[config.mk]
export PLATFORM = sky130hd
export DESIGN_NAME = hiscore_ctrl_flat
export DESIGN_NICKNAME = d
export VERILOG_FILES = /design/src/rtl/hiscore_if.sv /design/src/rtl/hiscore_ctrl.sv /design/src/flat_wrapper.sv
export SDC_FILE = /design/constraint.sdc
export NUM_CORES = 1
export LEC_CHECK = 0
export ABC_AREA = 1
export BUFFER_PORTS_ARGS = -buffer_cell sky130_fd_sc_hd__buf_2
export CAP_MARGIN = 40
export CORE_MARGIN = 4
export CORE_UTILIZATION = 55
export DETAILED_ROUTE_END_ITERATION = 8
export GPL_TIMING_DRIVEN = 0
export HOLD_SLACK_MARGIN = 0.12
export PLACE_DENSITY = 0.81
export SLEW_MARGIN = 20
export SYNTH_ARGS = -nofsm -noshare
export SYNTH_HDL_FRONTEND = slang
export SYNTH_SLANG_ARGS = --single-unit
[constraint.sdc]
create_clock -name clk -period 2.4 [get_ports clk]
set_input_delay 0.12 -clock clk [delete_from_list [all_inputs] [get_ports clk]]
set_output_delay 0.12 -clock clk [all_outputs]
set_load 0.05 [all_outputs]
[src/rtl/hiscore_if.sv]
`default_nettype none
// ============================================================================
// Module   : hiscore_if
// Purpose  : Game-control and display bundle between a game host and hiscore_ctrl
// Revision : 1.0 - initial release
// ============================================================================
interface hiscore_if #(
  parameter int SCORE_W = 11
);
  logic               start;
  logic               score_inc;
  logic               game_over;
  logic [1:0]         sel;
  logic               busy;
  logic [1:0]         new_rank;
  logic [1:0]         disp_idx;
  logic [SCORE_W-1:0] disp_val;
  logic [SCORE_W-1:0] first;
  logic [SCORE_W-1:0] second;
  logic [SCORE_W-1:0] third;

  modport master (
    output start, score_inc, game_over, sel,
    input  busy, new_rank, disp_idx, disp_val, first, second, third
  );

  modport slave (
    input  start, score_inc, game_over, sel,
    output busy, new_rank, disp_idx, disp_val, first, second, third
  );
endinterface
`default_nettype wire

[src/rtl/hiscore_ctrl.sv]
`default_nettype none
// ============================================================================
// Module   : hiscore_ctrl
// Purpose  : Score counter with a three-entry high-score table; define
//            HISCORE_AUTOROTATE_EN to auto-rotate the display in SHOW.
// Revision : 1.0 - initial release
// ============================================================================
module hiscore_ctrl #(
  parameter int SCORE_W = 11,
  parameter int ROT_CNT = 25000000
) (
  input  logic      clk,
  input  logic      rst,
  hiscore_if.slave  bus
);

  typedef enum logic [2:0] {
    S_IDLE   = 3'd0,
    S_PLAY   = 3'd1,
    S_INSERT = 3'd2,
    S_SHIFT  = 3'd3,
    S_SHOW   = 3'd4
  } state_t;

  localparam logic [SCORE_W-1:0] c_score_max = '1;

  state_t             r_state;
  logic [SCORE_W-1:0] r_curr;
  logic [SCORE_W-1:0] r_first;
  logic [SCORE_W-1:0] r_second;
  logic [SCORE_W-1:0] r_third;
  logic [SCORE_W-1:0] r_disp_val;
  logic [1:0]         r_disp_idx;
  logic [1:0]         r_rank;
  logic [1:0]         r_new_rank;
  logic               r_busy;

`ifdef HISCORE_AUTOROTATE_EN
  localparam int CNT_W = (ROT_CNT > 1) ? $clog2(ROT_CNT) : 1;
  localparam logic [CNT_W-1:0] c_rot_last = CNT_W'(ROT_CNT - 1);
  logic [CNT_W-1:0] r_rot_cnt;
  logic [1:0]       r_rot_idx;
`endif

  logic [SCORE_W-1:0] w_inc_score;
  logic [1:0]         w_rank;
  logic [1:0]         w_src_idx;
  logic [SCORE_W-1:0] w_src_val;

  // Saturating increment; also used on the game_over cycle so a coincident
  // point is counted before insertion.
  always_comb begin
    w_inc_score = r_curr;
    if (bus.score_inc && (r_curr != c_score_max)) begin
      w_inc_score = r_curr + 1'b1;
    end
  end

  // Strict compare: ties land below the existing entry and 0 never enters.
  always_comb begin
    w_rank = 2'd0;
    if (r_curr > r_first) begin
      w_rank = 2'd1;
    end else if (r_curr > r_second) begin
      w_rank = 2'd2;
    end else if (r_curr > r_third) begin
      w_rank = 2'd3;
    end
  end

  always_comb begin
`ifdef HISCORE_AUTOROTATE_EN
    w_src_idx = r_rot_idx;
`else
    w_src_idx = bus.sel;
`endif
    case (w_src_idx)
      2'd1:    w_src_val = r_first;
      2'd2:    w_src_val = r_second;
      2'd3:    w_src_val = r_third;
      default: w_src_val = r_curr;
    endcase
  end

  always_ff @(posedge clk) begin
    if (rst) begin
      r_state    <= S_IDLE;
      r_curr     <= '0;
      r_first    <= '0;
      r_second   <= '0;
      r_third    <= '0;
      r_disp_val <= '0;
      r_disp_idx <= 2'd0;
      r_rank     <= 2'd0;
      r_new_rank <= 2'd0;
      r_busy     <= 1'b0;
`ifdef HISCORE_AUTOROTATE_EN
      r_rot_cnt  <= '0;
      r_rot_idx  <= 2'd0;
`endif
    end else begin
      case (r_state)
        S_IDLE: begin
          r_disp_idx <= 2'd0;
          r_disp_val <= r_curr;
          if (bus.start) begin
            r_state    <= S_PLAY;
            r_curr     <= '0;
            r_new_rank <= 2'd0;
          end
        end

        S_PLAY: begin
          r_disp_idx <= 2'd0;
          r_disp_val <= r_curr;
          r_curr     <= w_inc_score;
          if (bus.game_over) begin
            r_state <= S_INSERT;
            r_busy  <= 1'b1;
          end
        end

        S_INSERT: begin
          r_rank  <= w_rank;
          r_state <= S_SHIFT;
        end

        S_SHIFT: begin
          case (r_rank)
            2'd1: begin
              r_third  <= r_second;
              r_second <= r_first;
              r_first  <= r_curr;
            end
            2'd2: begin
              r_third  <= r_second;
              r_second <= r_curr;
            end
            2'd3: begin
              r_third <= r_curr;
            end
            default: ;
          endcase
          r_new_rank <= r_rank;
          r_busy     <= 1'b0;
          r_state    <= S_SHOW;
`ifdef HISCORE_AUTOROTATE_EN
          r_rot_cnt  <= '0;
          r_rot_idx  <= 2'd0;
`endif
        end

        S_SHOW: begin
          r_disp_idx <= w_src_idx;
          r_disp_val <= w_src_val;
`ifdef HISCORE_AUTOROTATE_EN
          if (r_rot_cnt == c_rot_last) begin
            r_rot_cnt <= '0;
            r_rot_idx <= r_rot_idx + 2'd1;
          end else begin
            r_rot_cnt <= r_rot_cnt + 1'b1;
          end
`endif
          if (bus.start) begin
            r_state    <= S_PLAY;
            r_curr     <= '0;
            r_new_rank <= 2'd0;
          end
        end

        default: r_state <= S_IDLE;
      endcase
    end
  end

  assign bus.busy     = r_busy;
  assign bus.new_rank = r_new_rank;
  assign bus.disp_idx = r_disp_idx;
  assign bus.disp_val = r_disp_val;
  assign bus.first    = r_first;
  assign bus.second   = r_second;
  assign bus.third    = r_third;

endmodule
`default_nettype wire

[src/flat_wrapper.sv]
// flat-port wrapper written by rule: the top's interface ports become plain ports
module hiscore_ctrl_flat 
#(
  parameter int SCORE_W = 11,
  parameter int ROT_CNT = 25000000
)
  (clk, rst, bus_start, bus_score_inc, bus_game_over, bus_sel, bus_busy, bus_new_rank, bus_disp_idx, bus_disp_val, bus_first, bus_second, bus_third);
  hiscore_if #(.SCORE_W(SCORE_W)) bus_i ();
  input  logic clk;
  input  logic rst;
  input wire logic [$bits(bus_i.start)-1:0] bus_start;
  input wire logic [$bits(bus_i.score_inc)-1:0] bus_score_inc;
  input wire logic [$bits(bus_i.game_over)-1:0] bus_game_over;
  input wire logic [$bits(bus_i.sel)-1:0] bus_sel;
  output wire logic [$bits(bus_i.busy)-1:0] bus_busy;
  output wire logic [$bits(bus_i.new_rank)-1:0] bus_new_rank;
  output wire logic [$bits(bus_i.disp_idx)-1:0] bus_disp_idx;
  output wire logic [$bits(bus_i.disp_val)-1:0] bus_disp_val;
  output wire logic [$bits(bus_i.first)-1:0] bus_first;
  output wire logic [$bits(bus_i.second)-1:0] bus_second;
  output wire logic [$bits(bus_i.third)-1:0] bus_third;
  assign bus_i.start = bus_start;
  assign bus_i.score_inc = bus_score_inc;
  assign bus_i.game_over = bus_game_over;
  assign bus_i.sel = bus_sel;
  assign bus_busy = bus_i.busy;
  assign bus_new_rank = bus_i.new_rank;
  assign bus_disp_idx = bus_i.disp_idx;
  assign bus_disp_val = bus_i.disp_val;
  assign bus_first = bus_i.first;
  assign bus_second = bus_i.second;
  assign bus_third = bus_i.third;
  hiscore_ctrl #(.SCORE_W(SCORE_W), .ROT_CNT(ROT_CNT)) u_core (.clk(clk), .rst(rst), .bus(bus_i));
endmodule
==> metrics.cfg, run 1 <==
[outcome]
status = completed

[yosys]
synth_seq_cells = 65
yosys.area.top_type = dfxtp_1
yosysSeqAreaShare = 0.321
synth_cell_types = 28
synthSimpleGateAreaFrac = 0.230
synth_compound_area_frac = 0.220
synth_top_family_by_area = simple AND/OR/NAND/NOR gates
synthCells = 596
netlist_area_sq_um = 4050
yosysWarnings = 0
synth_area_leaders = dfxtp_1 (32%), ha_1 (12%), nand2_1 (9.9%)
synth_top_area_share = 0.321
synth_fa_ha_area_frac = 0.117
synth_nets = 641
muxShareOfSynthArea = 0
avgSynthCellArea_sq_um = 6.80
synthXorXnorAreaFrac = 0

[floorplanning]
die_w_microns = 93.8
dieHeight_microns = 93.8
io_pins = 56
start_util = 0.561
core_sq_um = 7210
row_count = 31
die-area_sq_um = 8800

[clock_tree]
clk_pin_slew_worst_paths_ps = 70
cts_setup_buffers = 0
clk_latency_ps = 350
cts_max_level = 3
cts_sinks = 65
ctsLongestPathBuffers = 2
numCtsBuffers = 9
cts_tree = built
root_buffer = clkbuf_8

[finish]
nets = 711
drive_above_1_share = 0.137
area_delta_synth_final_pct = 17.1
antenna_cells = 0
design_area_sq_um = 4740

[placement]
place_area_sq_um = 4450
gp_congestion = 0.972
portBuffers = 55
dp_hpwl_mm = 9.08

[critical_path]
r2r-start = u_core.r_curr[1]
cp_max_fo = 10
critical_path_arrival_ps = 2330
cp_slowest_cell = dfxtp_1
regToRegSetupSlack_ps = 300
critPathCaptureType = flip-flop
reg2reg_depth = 9
worst-path-buf-inv = 1
required_ps = 2630
crit_family = flip-flops
crit_type = flip-flop to flip-flop
cp_slowest_stage_delay_ps = 600
path_cells = ha_1, nand3_2, nor2_4, nand3_2, o21ai_2, nand2_2, buf_6, a21oi_1, nor2_1
regToRegEndpoint = u_core.r_curr[2]
crit_top_cell = nand3_2
critPathLaunchType = flip-flop

[route]
antenna_left = 0
drc_errors = 0
drt_iter0_markers = 353
viasPerCell = 5.43
wire_per_inst_microns = 15.3
num_vias = 4183
drt-pass1-iter-count = 5
wirelength_mm = 11.8

[global_routing]
grt_max_degree = 13
gr-total-overflow = 0
grt_pass1_wl_mm = 19.4
grt_use_total = 0.280
grt_pass1_vias = 3957
grt_antenna_before_repair = 0

[timing]
tns_ps = 0
fin_crit_ps = 2100
worst_pin_slew_ps = 600
hold_viol = 0
max_slew_margin = 0.600
setup_viol = 0
period_share = 0.874
final_max_slew_viol_count = 0
clock_skew_ps = 10.7
rsz0062_at_grt = false
max_freq_mhz = 477

[power]
p_leak_nw = 2.36
pwr_density_cell_nw_per_um2 = 665
ir_drop_uv = 416

[min_path]
min-delay-start = bus_start
worstHoldEndpoint = u_core.r_state[0]
hp-class = input port to flip-flop
holdPathStages = 3

[run]
max_cap_viol_count = 0

==> worst min-delay path: stages <==
cell and delay (ps):
buf_2 110, nor2_1 140, a311oi_1 60
==> through the flow <==
step | utilization | std cells | worst slack [ps] | power [mW] | hold slack (ps)
3_3_place_gp | 0.617 | 750 | 451 | 1.94 | 394
2_1_floorplan | - | 596 | 565 | 1.77 | 268
4_1_cts | 0.657 | 770 | 351 | 3.15 | 125
6_report | 0.657 | 770 | 303 | 3.15 | 134
3_5_place_dp | 0.617 | 750 | 400 | 1.96 | 402
5_1_grt | 0.657 | 770 | 218 | 3.31 | 164
==> cells in the final DEF, fill, tap and decap left out, drive strengths merged <==
cell         count
a211oi          22
a21o             3
a21oi           78
a311oi           1
and2             2
buf             62
bufinv           3
clkbuf          26
clkinvlp         2
dfxtp           65
dlygate4sd3      4
ha              38
inv             93
nand2          109
nand3           21
nand3b           2
nand4            2
nor2            75
nor3             5
nor3b            1
o21ai           44
o221ai           5
o22ai            6
or2              2
==> worst max-delay path by stage <==
stage               slack, ps             startpoint                to  depth (start not counted)
floorplan                 570  u_core.bus.second[10]  u_core.r_rank[1]                         11
global placement          450       u_core.r_curr[1]  u_core.r_curr[1]                          9
detailed placement        400       u_core.r_curr[1]  u_core.r_curr[2]                          9
CTS                       350       u_core.r_curr[1]  u_core.r_curr[2]                          9
global route              220       u_core.r_curr[1]  u_core.r_curr[2]                          9
finish                    300       u_core.r_curr[1]  u_core.r_curr[2]                          9
==> final cells by class <==
type,count,area (sq um)
Fill cell,651,2470
Sequential cell,65,1300
Buffer,23,103
Clock buffer,10,138
Inverter,92,345
Tap cell,99,124
Timing Repair Buffer,59,315
Multi-Input combinational cell,416,2300
Clock inverter,6,114
==> cell families (layout without fill, tap and decap cells) <==
group,count (synthesis),in the layout
and+or+nand+nor,219,219
AOI/OAI and AO/OA,159,159
buffers and inverters,115,190
DFF,65,65
adders and majority gates,38,38
==> Yosys cell counts (all sizes together) <==
library cell,number
dfxtp,65
clkbuf,16
nand4,2
nand3,21
nor3b,1
a21o,3
nor3,5
a311oi,1
o221ai,5
nand2,109
a211oi,22
or2,2
inv,92
buf,7
and2,2
o22ai,6
a21oi,78
ha,38
nand3b,2
nor2,75
o21ai,44
==> sequential cells by signal (all words and copies together), names as in the netlist <==
| register | cells |
|---|---|
| u_core.bus.disp_val | 11 |
| u_core.bus.first | 11 |
| u_core.bus.second | 11 |
| u_core.bus.third | 11 |
| u_core.r_curr | 11 |
| u_core.r_state | 3 |
| u_core.bus.disp_idx | 2 |
| u_core.bus.new_rank | 2 |
| u_core.r_rank | 2 |
| u_core.bus.busy | 1 |
==> power breakdown <==
group          internal, mW  total [mW]  switching [mW]
registers              1.13        1.21          0.0784
clock network         0.722        1.19           0.471
logic                 0.245       0.749           0.504
==> metal layers <==
metal,wire length [microns],vias up,share of wire,GRT usage
li1,-,2098,-,-
met1,4930,1897,0.42,0.352
met2,5800,166,0.49,0.488
met3,781,22,0.066,0.0441
met4,248,0,0.021,0.0915
met5,0,-,0,0
==> repair_timing <==
action                                 in CTS  in global routing
gates resized for setup                     0                  0
endpoints found under the hold margin       5                  0
hold buffers                                4                  0
Note: power is estimated with default switching activity, not from simulation.
==> run 2, diff against run 1 <==
--- a/config.mk
+++ b/config.mk
@@ -11,7 +11,6 @@
 export CORE_MARGIN = 4
 export CORE_UTILIZATION = 55
 export DETAILED_ROUTE_END_ITERATION = 8
-export GPL_TIMING_DRIVEN = 0
 export HOLD_SLACK_MARGIN = 0.12
 export PLACE_DENSITY = 0.81
 export SLEW_MARGIN = 20
==> run 2 against run 1 <==
  * Non-clock buffer count decreased by 12
  * Critical path depth shrank 1
  * Largest cell class unchanged
  * Die area unchanged
  * Wire length shrank 1.5%
  * Largest power group unchanged
==> metrics.cfg, run 2 (synthesis results as in run 1) <==
[timing]
setup_viol = 0  ; unchanged
worst_pin_slew_ps = 774  ; +174 ps
layout_setup_ws_ps = 432  ; +129 ps
hold_viol = 0  ; unchanged
holdWs_ps = 303  ; +169 ps
max_slew_margin = 0.482  ; -0.117
period_share = 0.820  ; -0.0537
tns_ps = 0  ; unchanged
rsz0062_at_grt = false
fin_crit_ps = 1970  ; -129 ps
final_max_slew_viol_count = 0  ; unchanged
clock_skew_ps = 9.35  ; -1.32 ps
max_freq_mhz = 508  ; +6.6%

[placement]
pre_cts_slack_ps = 495  ; +94.8 ps
portBuffers = 55  ; unchanged
gp_congestion = 0.945  ; -2.8%
dp_hpwl_mm = 8.50  ; -6.4%

[clock_tree]
cts_resized = 0  ; unchanged
cts_setup_buffers = 0  ; unchanged
clk_latency_ps = 350  ; about the same
hold_buffers = 4  ; unchanged
clk_pin_slew_worst_paths_ps = 80  ; about the same
root_buffer = clkbuf_8
numCtsBuffers = 9  ; unchanged
cts_max_level = 3  ; unchanged
cts_sinks = 65  ; unchanged
ctsLongestPathBuffers = 2  ; unchanged
cts_tree = built

[global_routing]
grt_pass1_vias = 3909  ; -1.2%
grt_max_degree = 32  ; +19
grt_antenna_before_repair = 0  ; unchanged
grt_pass1_wl_mm = 19.0  ; -2.4%
gr-total-overflow = 0  ; unchanged
grt_use_total = 0.275  ; -0.00502

[route]
drt-pass1-iter-count = 5  ; unchanged
wirelength_mm = 11.6  ; -1.5%
viasPerCell = 5.50  ; +1.2%
wire_per_inst_microns = 15.3  ; about the same
drc_errors = 0  ; unchanged
wl_met2_mm = 5.39  ; -7.1%
met1Wirelength_mm = 4.96  ; +0.61%
topRoutingLayerUsed = met4
wl_met3_microns = 887  ; +14%
antenna_left = 0  ; unchanged
drt_iter0_markers = 306  ; -13%
num_vias = 4169  ; -0.33%

[power]
p_clk_frac = 0.358  ; -0.021
total_power_mw = 3.04  ; -3.5%
p_int_mw = 1.97  ; -5.9%
pwr_density_cell_nw_per_um2 = 646  ; -2.8%
p_leak_nw = 2.35  ; -0.31%
pwr-share-comb = 0.248  ; +0.010
switchingPower_mw = 1.07  ; +1.3%
ir_drop_uv = 374  ; -10%
switching_share = 0.351  ; +0.0166
seqPwrFrac = 0.395  ; +0.011

[critical_path]
regToRegEndpoint = u_core.r_curr[4]
cp.depth = 8  ; -1
critPathCapture = u_core.r_curr[4]
crit_type = flip-flop to flip-flop
path_cells = nand3_2, nor2_4, nand3_2, o21ai_2, nand2_2, nand2_2, nand2_1, a21oi_1
critPathCaptureType = flip-flop
critical_path_arrival_ps = 2250  ; -80 ps
critPathLaunch = u_core.r_curr[2]
cp_slowest_stage_delay_ps = 660  ; +60 ps
critPathLaunchType = flip-flop
r2r-start = u_core.r_curr[2]
crit_family = simple AND/OR/NAND/NOR gates
worst-path-buf-inv = 0  ; -1
cp_slowest_cell = dfxtp_1
regToRegSetupSlack_ps = 430  ; +130 ps
required_ps = 2680  ; +50 ps
reg2reg_depth = 8  ; -1
cp_max_fo = 15  ; +5

[finish]
fin_util = 0.653  ; -0.00451
final_common_cell = nand2_1
drive_above_1_share = 0.144  ; +0.00705
n_fill_cell = 653  ; +0.31%
layout_common_cells = nand2_1 (107), inv_1 (90), a21oi_1 (78), nor2_1 (72), dfxtp_1 (65)
nets = 699  ; -1.7%
antenna_cells = 0  ; unchanged
area_delta_synth_final_pct = 16.2

[floorplanning]
start_util = 0.561  ; unchanged
row_count = 31  ; unchanged
io_pins = 56  ; unchanged
die_w_microns = 93.8  ; unchanged
die-area_sq_um = 8800  ; unchanged
core_sq_um = 7210  ; unchanged
dieHeight_microns = 93.8  ; unchanged

[outcome]
status = completed

[min_path]
hp-class = input port to flip-flop

[run]
max_cap_viol_count = 0  ; unchanged

run 2: changes by cell type in the layout (fill, tap and decap cells not counted), moves of 2 or more:
| cell | delta |
|---|---|
| buf_2 | -6 |
| buf_4 | +10 |
| clkinv_4 | +2 |
| clkbuf_1 | -15 |
run 2: layout make-up:
type	count	area, sq um	area share
Multi-Input combinational cell	416	2300	0.489
Sequential cell	65	1300	0.276
Timing Repair Buffer	70	410	0.0872
Inverter	92	345	0.0733
Clock buffer	9	124	0.0263
Tap cell	99	124	0.0263
Clock inverter	7	103	0.0218
run 2: power groups by stage:
stage | clock network (mW) | logic, mW | registers, mW
finish | 1.09 | 0.753 | 1.20
global route | 1.15 | 0.844 | 1.21
CTS | 1.10 | 0.743 | 1.20
detailed placement | 0 | 0.734 | 1.22
global placement | 0 | 0.721 | 1.22
floorplan | 0 | 0.470 | 1.30
run 2: per-stage QoR:
stage	cell area (sq um)	cells
2_1_floorplan	4050	596
3_3_place_gp	4440	738
3_5_place_dp	4440	738
4_1_cts	4710	758
5_1_grt	4710	758
6_report	4710	758
run 2: worst min-delay path by stage:
| stage | from | to | slack (ps) | cells past startpoint |
|---|---|---|---|---|
| after CTS | rst | u_core.bus.busy | 280 | 3 |
| after global routing | rst | u_core.bus.disp_idx[1] | 320 | 3 |
| after detailed placement | bus_game_over | u_core.bus.busy | 390 | 3 |
| final | rst | u_core.bus.busy | 300 | 3 |
| after global placement | bus_game_over | u_core.bus.busy | 390 | 3 |
| after floorplan | bus_game_over | u_core.bus.busy | 270 | 2 |
run 2: worst register-to-register path, delay by kind of cell, from the launching register on:
kind | cells | cell delay, ps
AO/OA/AOI/OAI | 2 | 270
flip-flops | 1 | 660
AND/OR/NAND/NOR | 6 | 970
run 2: routing by layer:
metal / vias up / global-route usage
met4: 0 / 0.128
li1: 2083 / -
met5: - / 0
met3: 30 / 0.0633
met2: 171 / 0.448
met1: 1885 / 0.344
